`config.mk`:
```
export PLATFORM = sky130hd
export DESIGN_NAME = pipe_stage_buf
export DESIGN_NICKNAME = d
export VERILOG_FILES = /design/src/rtl/pipe_stage_buf_pkg.sv /design/src/rtl/pipe_stage_buf_sat_counter.sv /design/src/rtl/pipe_stage_buf.sv
export SDC_FILE = /design/constraint.sdc
export NUM_CORES = 1
export LEC_CHECK = 0
export CORE_MARGIN = 2
export CORE_UTILIZATION = 35
export DETAILED_ROUTE_END_ITERATION = 10
export SETUP_SLACK_MARGIN = 0.3
export SYNTH_ARGS = -nofsm -noshare
export SYNTH_HDL_FRONTEND = slang
export SYNTH_HIERARCHICAL = 1
export SYNTH_SLANG_ARGS = --single-unit
```
`constraint.sdc`:
```
create_clock -name clk -period 2.8 [get_ports clk]
set_input_delay 0.84 -clock clk [delete_from_list [all_inputs] [get_ports clk]]
set_output_delay 0.84 -clock clk [all_outputs]
set_load 0.05 [all_outputs]
```
`src/rtl/pipe_stage_buf_pkg.sv`:
```
// pipe_stage_buf_pkg: stage payload bundles and sizing helpers for the inter-stage buffers
package pipe_stage_buf_pkg;
  typedef struct packed {
    logic [31:0] pc;
    logic [31:0] pc4;
    logic [31:0] instr;
  } fd_payload_t;
  typedef struct packed {
    logic [31:0] pc;
    logic [31:0] imm;
    logic [4:0]  rd;
    logic        reg_we;
  } de_payload_t;
  typedef struct packed {
    logic [31:0] pc4;
    logic [31:0] alu;
    logic [31:0] store_data;
    logic [4:0]  rd;
    logic        mem_we;
    logic        mem_re;
    logic        reg_we;
  } em_payload_t;
  typedef struct packed {
    logic [31:0] result;
    logic [4:0]  rd;
    logic        reg_we;
  } mw_payload_t;
  localparam int FD_W = $bits(fd_payload_t);
  localparam int DE_W = $bits(de_payload_t);
  localparam int EM_W = $bits(em_payload_t);
  localparam int MW_W = $bits(mw_payload_t);
  function automatic int occ_w(input int depth);
    return $clog2(depth + 1);
  endfunction
  function automatic int ptr_w(input int depth);
    return depth > 1 ? $clog2(depth) : 1;
  endfunction
endpackage

```
`src/rtl/pipe_stage_buf_sat_counter.sv`:
```
// sat_counter: performance counter that adds a variable amount per cycle and sticks at all-ones
module sat_counter #(
  parameter int CNT_W = 16,
  parameter int INC_W = 1
) (
  input  logic             clk,
  input  logic             rst,
  input  logic             clr,
  input  logic [INC_W-1:0] inc,
  output logic [CNT_W-1:0] cnt
);
  localparam int SW = (CNT_W > INC_W ? CNT_W : INC_W) + 1;
  logic [SW-1:0] sum;
  assign sum = SW'(cnt) + SW'(inc);
  always_ff @(posedge clk or negedge rst)
    if (!rst) cnt <= '0;
    else cnt <= clr ? '0 : (sum > SW'({CNT_W{1'b1}})) ? '1 : sum[CNT_W-1:0];
endmodule

```
`src/rtl/pipe_stage_buf.sv`:
```
// pipe_stage_buf: elastic valid/ready queue between pipeline stages with stall, flush and perf counters
module pipe_stage_buf
  import pipe_stage_buf_pkg::*;
#(
  parameter int PAYLOAD_W = DE_W,
  parameter int DEPTH     = 2,
  parameter int CNT_W     = 16
) (
  input  logic                      clk,
  input  logic                      rst,
  input  logic                      in_valid_i,
  output logic                      in_ready_o,
  input  logic [PAYLOAD_W-1:0]      in_payload_i,
  output logic                      out_valid_o,
  input  logic                      out_ready_i,
  output logic [PAYLOAD_W-1:0]      out_payload_o,
  input  logic                      stall_i,
  input  logic                      flush_i,
  input  logic                      clr_cnt_i,
  output logic [occ_w(DEPTH)-1:0]   occupancy_o,
  output logic [CNT_W-1:0]          bp_cnt_o,
  output logic [CNT_W-1:0]          drop_cnt_o
);
  localparam int OW = occ_w(DEPTH);
  localparam int PW = ptr_w(DEPTH);
  logic [PAYLOAD_W-1:0] mem [DEPTH];
  logic [PW-1:0] rd_ptr, wr_ptr;
  logic [OW-1:0] occ, occ_nxt, drop_inc;
  logic push, pop, bp_hold;
  function automatic logic [PW-1:0] adv(input logic [PW-1:0] p);
    return (p == PW'(DEPTH - 1)) ? '0 : p + 1'b1;
  endfunction
  assign push          = in_valid_i & in_ready_o & !flush_i;
  assign out_valid_o   = (occ != '0) & !stall_i;
  assign pop           = out_valid_o & out_ready_i;
  assign out_payload_o = mem[rd_ptr];
  assign occupancy_o   = occ;
  assign occ_nxt       = occ + OW'(push) - OW'(pop);
  assign bp_hold       = (occ != '0) & (stall_i | !out_ready_i) & !flush_i;
  assign drop_inc      = flush_i ? occ - OW'(pop) : '0;
  // ready is registered from the next occupancy so downstream ready never reaches upstream combinationally
  always_ff @(posedge clk or negedge rst)
    if (!rst) begin
      occ        <= '0;
      rd_ptr     <= '0;
      wr_ptr     <= '0;
      in_ready_o <= 1'b0;
      for (int i = 0; i < DEPTH; i++) mem[i] <= '0;
    end else if (flush_i) begin
      occ        <= '0;
      rd_ptr     <= '0;
      wr_ptr     <= '0;
      in_ready_o <= 1'b1;
    end else begin
      occ        <= occ_nxt;
      in_ready_o <= occ_nxt != OW'(DEPTH);
      if (push) begin
        mem[wr_ptr] <= in_payload_i;
        wr_ptr      <= adv(wr_ptr);
      end
      if (pop) rd_ptr <= adv(rd_ptr);
    end
  sat_counter #(.CNT_W(CNT_W), .INC_W(OW)) u_bp_cnt (
    .clk (clk),
    .rst (rst),
    .clr (clr_cnt_i),
    .inc (OW'(bp_hold)),
    .cnt (bp_cnt_o)
  );
  sat_counter #(.CNT_W(CNT_W), .INC_W(OW)) u_drop_cnt (
    .clk (clk),
    .rst (rst),
    .clr (clr_cnt_i),
    .inc (drop_inc),
    .cnt (drop_cnt_o)
  );
endmodule

```
== Word-level counts from Yosys, hierarchy flattened ==
Cells that the tools add are included.

* Bits in registers: 177
* Input bits: 77
* Output and inout bits: 106
* Word-level logic and storage cells: 58

* Add/sub/neg operators: 7
* Order comparisons: 5
* Eq/ne operators: 1
* Mux-type cells: 19
* Bitwise logic cells: 10
* Reductions and logical operators: 8

{| class="wikitable"
|+ Operators by type and width
! cell !! count
|-
| 70-bit 2-to-1 mux || 4
|-
| 140-bit bitwise mux || 1
|-
| 70-bit demux with 1-bit select || 1
|-
| 16-bit 2-to-1 mux || 4
|-
| 17-bit by 16-bit greater-than comparator with 1-bit output (second input constant) || 2
|-
| 16-bit by 1-bit adder with 17-bit output || 1
|-
| 16-bit by 2-bit adder with 17-bit output || 1
|-
| 1-bit 2-to-1 mux || 7
|-
| 1-bit bitwise AND || 6
|-
| 2-bit nonzero test || 3
|-
| 2-bit >= comparator (second input constant) || 2
|-
| 2-bit 2-to-1 mux || 2
|-
| 1-bit NOT with 2-bit output || 2
|-
| 2-bit by 1-bit subtractor with 2-bit output || 2
|-
| 1-bit logical NOT || 3
|-
| 1-bit adder (second input constant) || 2
|-
| 2-bit by 1-bit adder with 2-bit output || 1
|-
| 2-bit by 1-bit < comparator with 1-bit output (second input constant) || 1
|-
| 2-bit != test (second input constant) || 1
|-
| 2-bit AND reduction || 1
|-
| 1-bit logical AND || 1
|-
| 1-bit NOT || 1
|-
| 1-bit bitwise OR || 1
|}

== Longest topological paths before layout ==
* Depth in word-level cells: 9
* Gate-level depth with buffers: 11

== Cells and area by module ==
Netlist, hierarchy kept.

{| class="wikitable"
|+ By module, submodules not included
! module !! instances !! cells each !! area an instance (µm²) !! seq. area each (µm²)
|-
| pipe_stage_buf || 1 || 409 || 6406.1 || 3628.5
|-
| sat_counter || 2 || 86 || 880.8 || 400.4
|}

== Worst setup path after synthesis ==
OpenSTA, ideal clock, no wires.

* Kind: in2reg
* Start: in stall_i
* End: reg u_drop_cnt.cnt[1]
* Setup time: 0.078 ns
* Data arrival time: 2.904 ns
* Setup slack: -0.182 ns
* Stages on the path: 11
* Cells stage by stage: nand2b_1 -> or3b_2 -> a21boi_0 -> ha_1 -> fa_1 -> and3_1 -> and2_1 -> buf_6 -> nand3_1 -> buf_2 -> a21oi_1

* Cells in the longest elaborated chain, start to end: 9

{| class="wikitable"
|+ RTL lines
! what !! RTL line !! text
|-
| from (decl) || pipe_stage_buf.sv:17 || <nowiki>input logic stall_i,</nowiki>
|-
| 1-bit logical NOT (*) || pipe_stage_buf.sv:34 || <nowiki>assign out_valid_o = (occ != '0) & !stall_i;</nowiki>
|-
| 1-bit bitwise AND (*) || pipe_stage_buf.sv:34 ||
|-
| 1-bit bitwise AND (*) || pipe_stage_buf.sv:35 || <nowiki>assign pop = out_valid_o & out_ready_i;</nowiki>
|-
| 2-bit by 1-bit subtractor with 2-bit output (*) || pipe_stage_buf.sv:40 || <nowiki>assign drop_inc = flush_i ? occ - OW'(pop) : '0;</nowiki>
|-
| 2-bit 2-to-1 mux (*) || pipe_stage_buf.sv:40 ||
|-
| named net drop_inc[0] || pipe_stage_buf.sv:28 || <nowiki>logic [OW-1:0] occ, occ_nxt, drop_inc;</nowiki>
|-
| 16-bit by 2-bit adder with 17-bit output (*) || pipe_stage_buf_sat_counter.sv:14 || <nowiki>assign sum = SW'(cnt) + SW'(inc);</nowiki>
|-
| 17-bit by 16-bit greater-than comparator with 1-bit output || pipe_stage_buf_sat_counter.sv:17 || <nowiki>else cnt <= clr ? '0 : (sum > SW'({CNT_W{1'b1}})) ? '1 : sum[CNT_W-1:0];</nowiki>
|-
| 16-bit 2-to-1 mux (*) (2 in series) || pipe_stage_buf_sat_counter.sv:17 ||
|-
| to (signal assigned) || pipe_stage_buf_sat_counter.sv:17 ||
|-
| to (decl) || pipe_stage_buf_sat_counter.sv:10 || <nowiki>output logic [CNT_W-1:0] cnt</nowiki>
|}

The timed path passes the listed nets; every way through them passes the cells marked *.
A chain may end at the register's enable or synchronous reset.

== Final worst setup path ==
* Start: reg rd_ptr
* End: out out_payload_o[24]

* Cells in the longest elaborated chain, start to end: 4

{| class="wikitable"
|+ RTL lines
! what !! RTL line !! text
|-
| from (decl) || pipe_stage_buf.sv:27 || <nowiki>logic [PW-1:0] rd_ptr, wr_ptr;</nowiki>
|-
| from (signal assigned) || pipe_stage_buf.sv:61 || <nowiki>if (pop) rd_ptr <= adv(rd_ptr);</nowiki>
|-
| 1-bit NOT with 2-bit output (not written as such) || pipe_stage_buf.sv:36 || <nowiki>assign out_payload_o = mem[rd_ptr];</nowiki>
|-
| 70-bit 2-to-1 mux (not written as such) (3 in series) || pipe_stage_buf.sv:36 ||
|-
| to (decl) || pipe_stage_buf.sv:16 || <nowiki>output logic [PAYLOAD_W-1:0] out_payload_o,</nowiki>
|}

No other way between the ends. The select of a mux whose other input is x is not followed.

==> results.toml <==
[floorplan]
fp.dieH_um = 157
dieWidth_um = 157
core_um2 = 22800
start_util = 0.359
pin_count = 183
dieArea_um2 = 24600
num_rows = 55

[pwr]
p_sw_mw = 3.54
power_frac_seq = 0.375
power_leakage_nw = 5.01
p_clk_frac = 0.237
powerDensity_nw_per_um2 = 858
p_comb_frac = 0.388
p_sw_frac = 0.360
intPower_mw = 6.29
peakVddDrop_uv = 481
total_power_mw = 9.84

[cells_and_area]
syn_to_final_growth_pct = 40.3
fin_util = 0.503
mostFrequentLayoutCells = "196 x mux2_2, 175 x dfrtp_1, 73 x clkdlybuf4s50_1"
drive_gt1_frac = 0.473
fin_area_um2 = 11500
n_antenna_cell = 0
fin_nets = 880
final_common_cell = "mux2_2"

[setup_path]
r2r_slack_ns = 0.51
cp_slowest_cell = "dfrtp_4"
path_max_fanout = 6
path_common_cell = "buf_12"
start_kind = "register"
required_ns = 1.96
slowest_delay_ns = 0.51
worst_setup_path_end_kind = "output port"
crit_chain = "buf_12 -> buf_12 -> buf_12 -> mux2_4 -> buf_8"
crit_type = "reg2out"
arrival_ns = 1.79

[clock_tree]
ctsHoldBuffers = 0
clk_pin_slew_worst_paths_ns = 0.07
cts_made_buffers = 17
cts-htree-levels = 4
insertion_delay_ns = 0.42
cts_tree = "yes"
cts-root-buf = "clkbuf_16"
cts_sinks = 177
ctsLongestPathBuffers = 2

[timing]
drv_slew = 0
skew_ns = 0.0109
fmax_mhz = 381
finalSetupViolations = 0
finalCritPeriodShare = 0.938
fin_crit_ns = 2.63
rsz0062_at_grt = "yes"
finalHoldViolations = 0
fin_tns_setup_ns = 0
worstMarginPinSlew_ns = 0.599
maxSlewHeadroom = 0.601

[worst_hold_path]
holdCritPathClass = "in2async"

[logic_synthesis]
synth_flop_cell = "dfrtp_1"
synth.avg_cell_area_um2 = 14.1
netlist_area_um2 = 8170
ys_seq_elements = 177
ys_warn_count = 6
synth-edff-count = 0
ys_seq_area_frac = 0.542
syn_inst = 581
synthArstFlopShare = 1.00
ys_types = 46

[detailed_routing]
drc_errors = 0
drt_iter0_markers = 221
viasPerCell = 4.91
vias = 5509
wl_um = 20200
ant_nets = 0
wl_per_cell_um = 18.0
firstDrtPassIters = 4

[grt]
overflow = 0
grt_pass1_wl_um = 31900
grt_pass1_vias = 5984
track_usage = 0.166
antenna_found_initial = 0
grt_max_degree = 62

[run_status]
status = "completed"

[placement]
placed_cell_area_um2 = 10300
hpwl_um = 13300
port_buffers = 182
gp_congestion = 0.820

[run]
cap_violations = 0
==> metrics by stage <==
stage | hold slack (ns) | instances | setup WS [ns]
5_1_grt | 0.418 | 1121 | 0.120
6_report | 0.396 | 1121 | 0.174
2_1_floorplan | 0.454 | 582 | 0.0389
3_5_place_dp | 0.475 | 1069 | -0.547
3_3_place_gp | 0.464 | 1069 | -0.503
4_1_cts | 0.412 | 1118 | 0.123
==> area by class of cell <==
cell class,count,area (µm²)
Clock inverter,14,148
Fill cell,1956,11300
Tap cell,313,392
Timing Repair Buffer,229,2500
Multi-Input combinational cell,367,3550
Clock buffer,17,425
Inverter,4,15.0
Sequential cell,177,4430
==> registers in the layout, indices dropped and copies added (netlist names) <==
| register | count |
|---|---|
| in_ready_o | 1 |
| mem | 140 |
| occupancy_o | 2 |
| rd_ptr | 1 |
| u_bp_cnt/cnt | 16 |
| u_drop_cnt/cnt | 16 |
| wr_ptr | 1 |
==> per-layer routing <==
layer	wire [µm]	track usage	up-vias
met4	191	0.0393	0
met5	0	0	-
li1	-	-	2536
met2	10000	0.285	133
met1	8880	0.209	2826
met3	1080	0.0443	14
==> path summary, 6_finish.rpt <==
path | depth (start not counted) | start | end
setup / recovery | 5 | rd_ptr | out_payload_o[24]
hold / removal | 1 | rst | mem[3]
setup reg to reg | 9 | occupancy_o[0] | u_bp_cnt/cnt[12]
hold reg to reg | 1 | mem[97] | mem[97]
max in group asynchronous | 2 | rst | rd_ptr
min in group clk | 1 | mem[97] | mem[97]
==> timing repair <==
action / in CTS / in global routing
gates cloned: 5 / 2
resized for setup: 103 / 29
setup buffers: 13 / 1
pin swaps: 7 / 4
endpoints found under the setup margin: 134 / 93
==> synth_stat cells, types with 3 or more instances <==
| master | number | area, µm² |
|---|---|---|
| and3_1 | 6 | 37.5 |
| a21oi_1 | 23 | 115 |
| xor2_1 | 13 | 114 |
| nor2_1 | 8 | 30.0 |
| nand3_1 | 12 | 60.1 |
| a211oi_1 | 6 | 45.0 |
| or3_1 | 3 | 18.8 |
| inv_1 | 4 | 15.0 |
| ha_1 | 5 | 62.6 |
| o21ai_0 | 3 | 15.0 |
| nand2_1 | 8 | 30.0 |
| buf_4 | 4 | 30.0 |
| dfrtp_1 | 177 | 4430 |
| nand4_1 | 6 | 37.5 |
| nor3_1 | 8 | 40.0 |
| buf_6 | 16 | 180 |
| mux2_2 | 199 | 2240 |
| mux2_1 | 12 | 135 |
| and4_1 | 4 | 35.0 |
| a31oi_1 | 8 | 50.1 |
| nor2b_1 | 3 | 18.8 |
| buf_2 | 9 | 45.0 |
| clkbuf_1 | 4 | 15.0 |
| xnor2_1 | 5 | 43.8 |
==> cells by family (layout without fill, tap and decap cells) <==
logic type,after synthesis,after routing,share of synthesized area
buf+inv,39,264,0.0358
xor+xnor,18,18,0.0193
flops,177,177,0.542
simple gates,79,80,0.0607
compound gates,48,48,0.0368
fa+ha+maj,7,7,0.0126
other cells,1,2,0.000459
mux,212,212,0.292
==> worst max-delay path, delay by kind of cell (launching register included) <==
kind,cells,cell delay [ns]
multiplexers,1,0.30
flip-flops,1,0.51
buffers and inverters,4,0.56
==> power by group through the flow <==
stage | Clock (mW) | Sequential, mW | Combinational [mW]
after floorplan | 0 | 3.65 | 2.53
after global placement | 0 | 3.66 | 3.45
after detailed placement | 0 | 3.74 | 3.52
after CTS | 2.41 | 3.68 | 3.77
after global routing | 2.53 | 3.78 | 4.02
final | 2.33 | 3.69 | 3.82
Power figures use the tool's default switching activity.
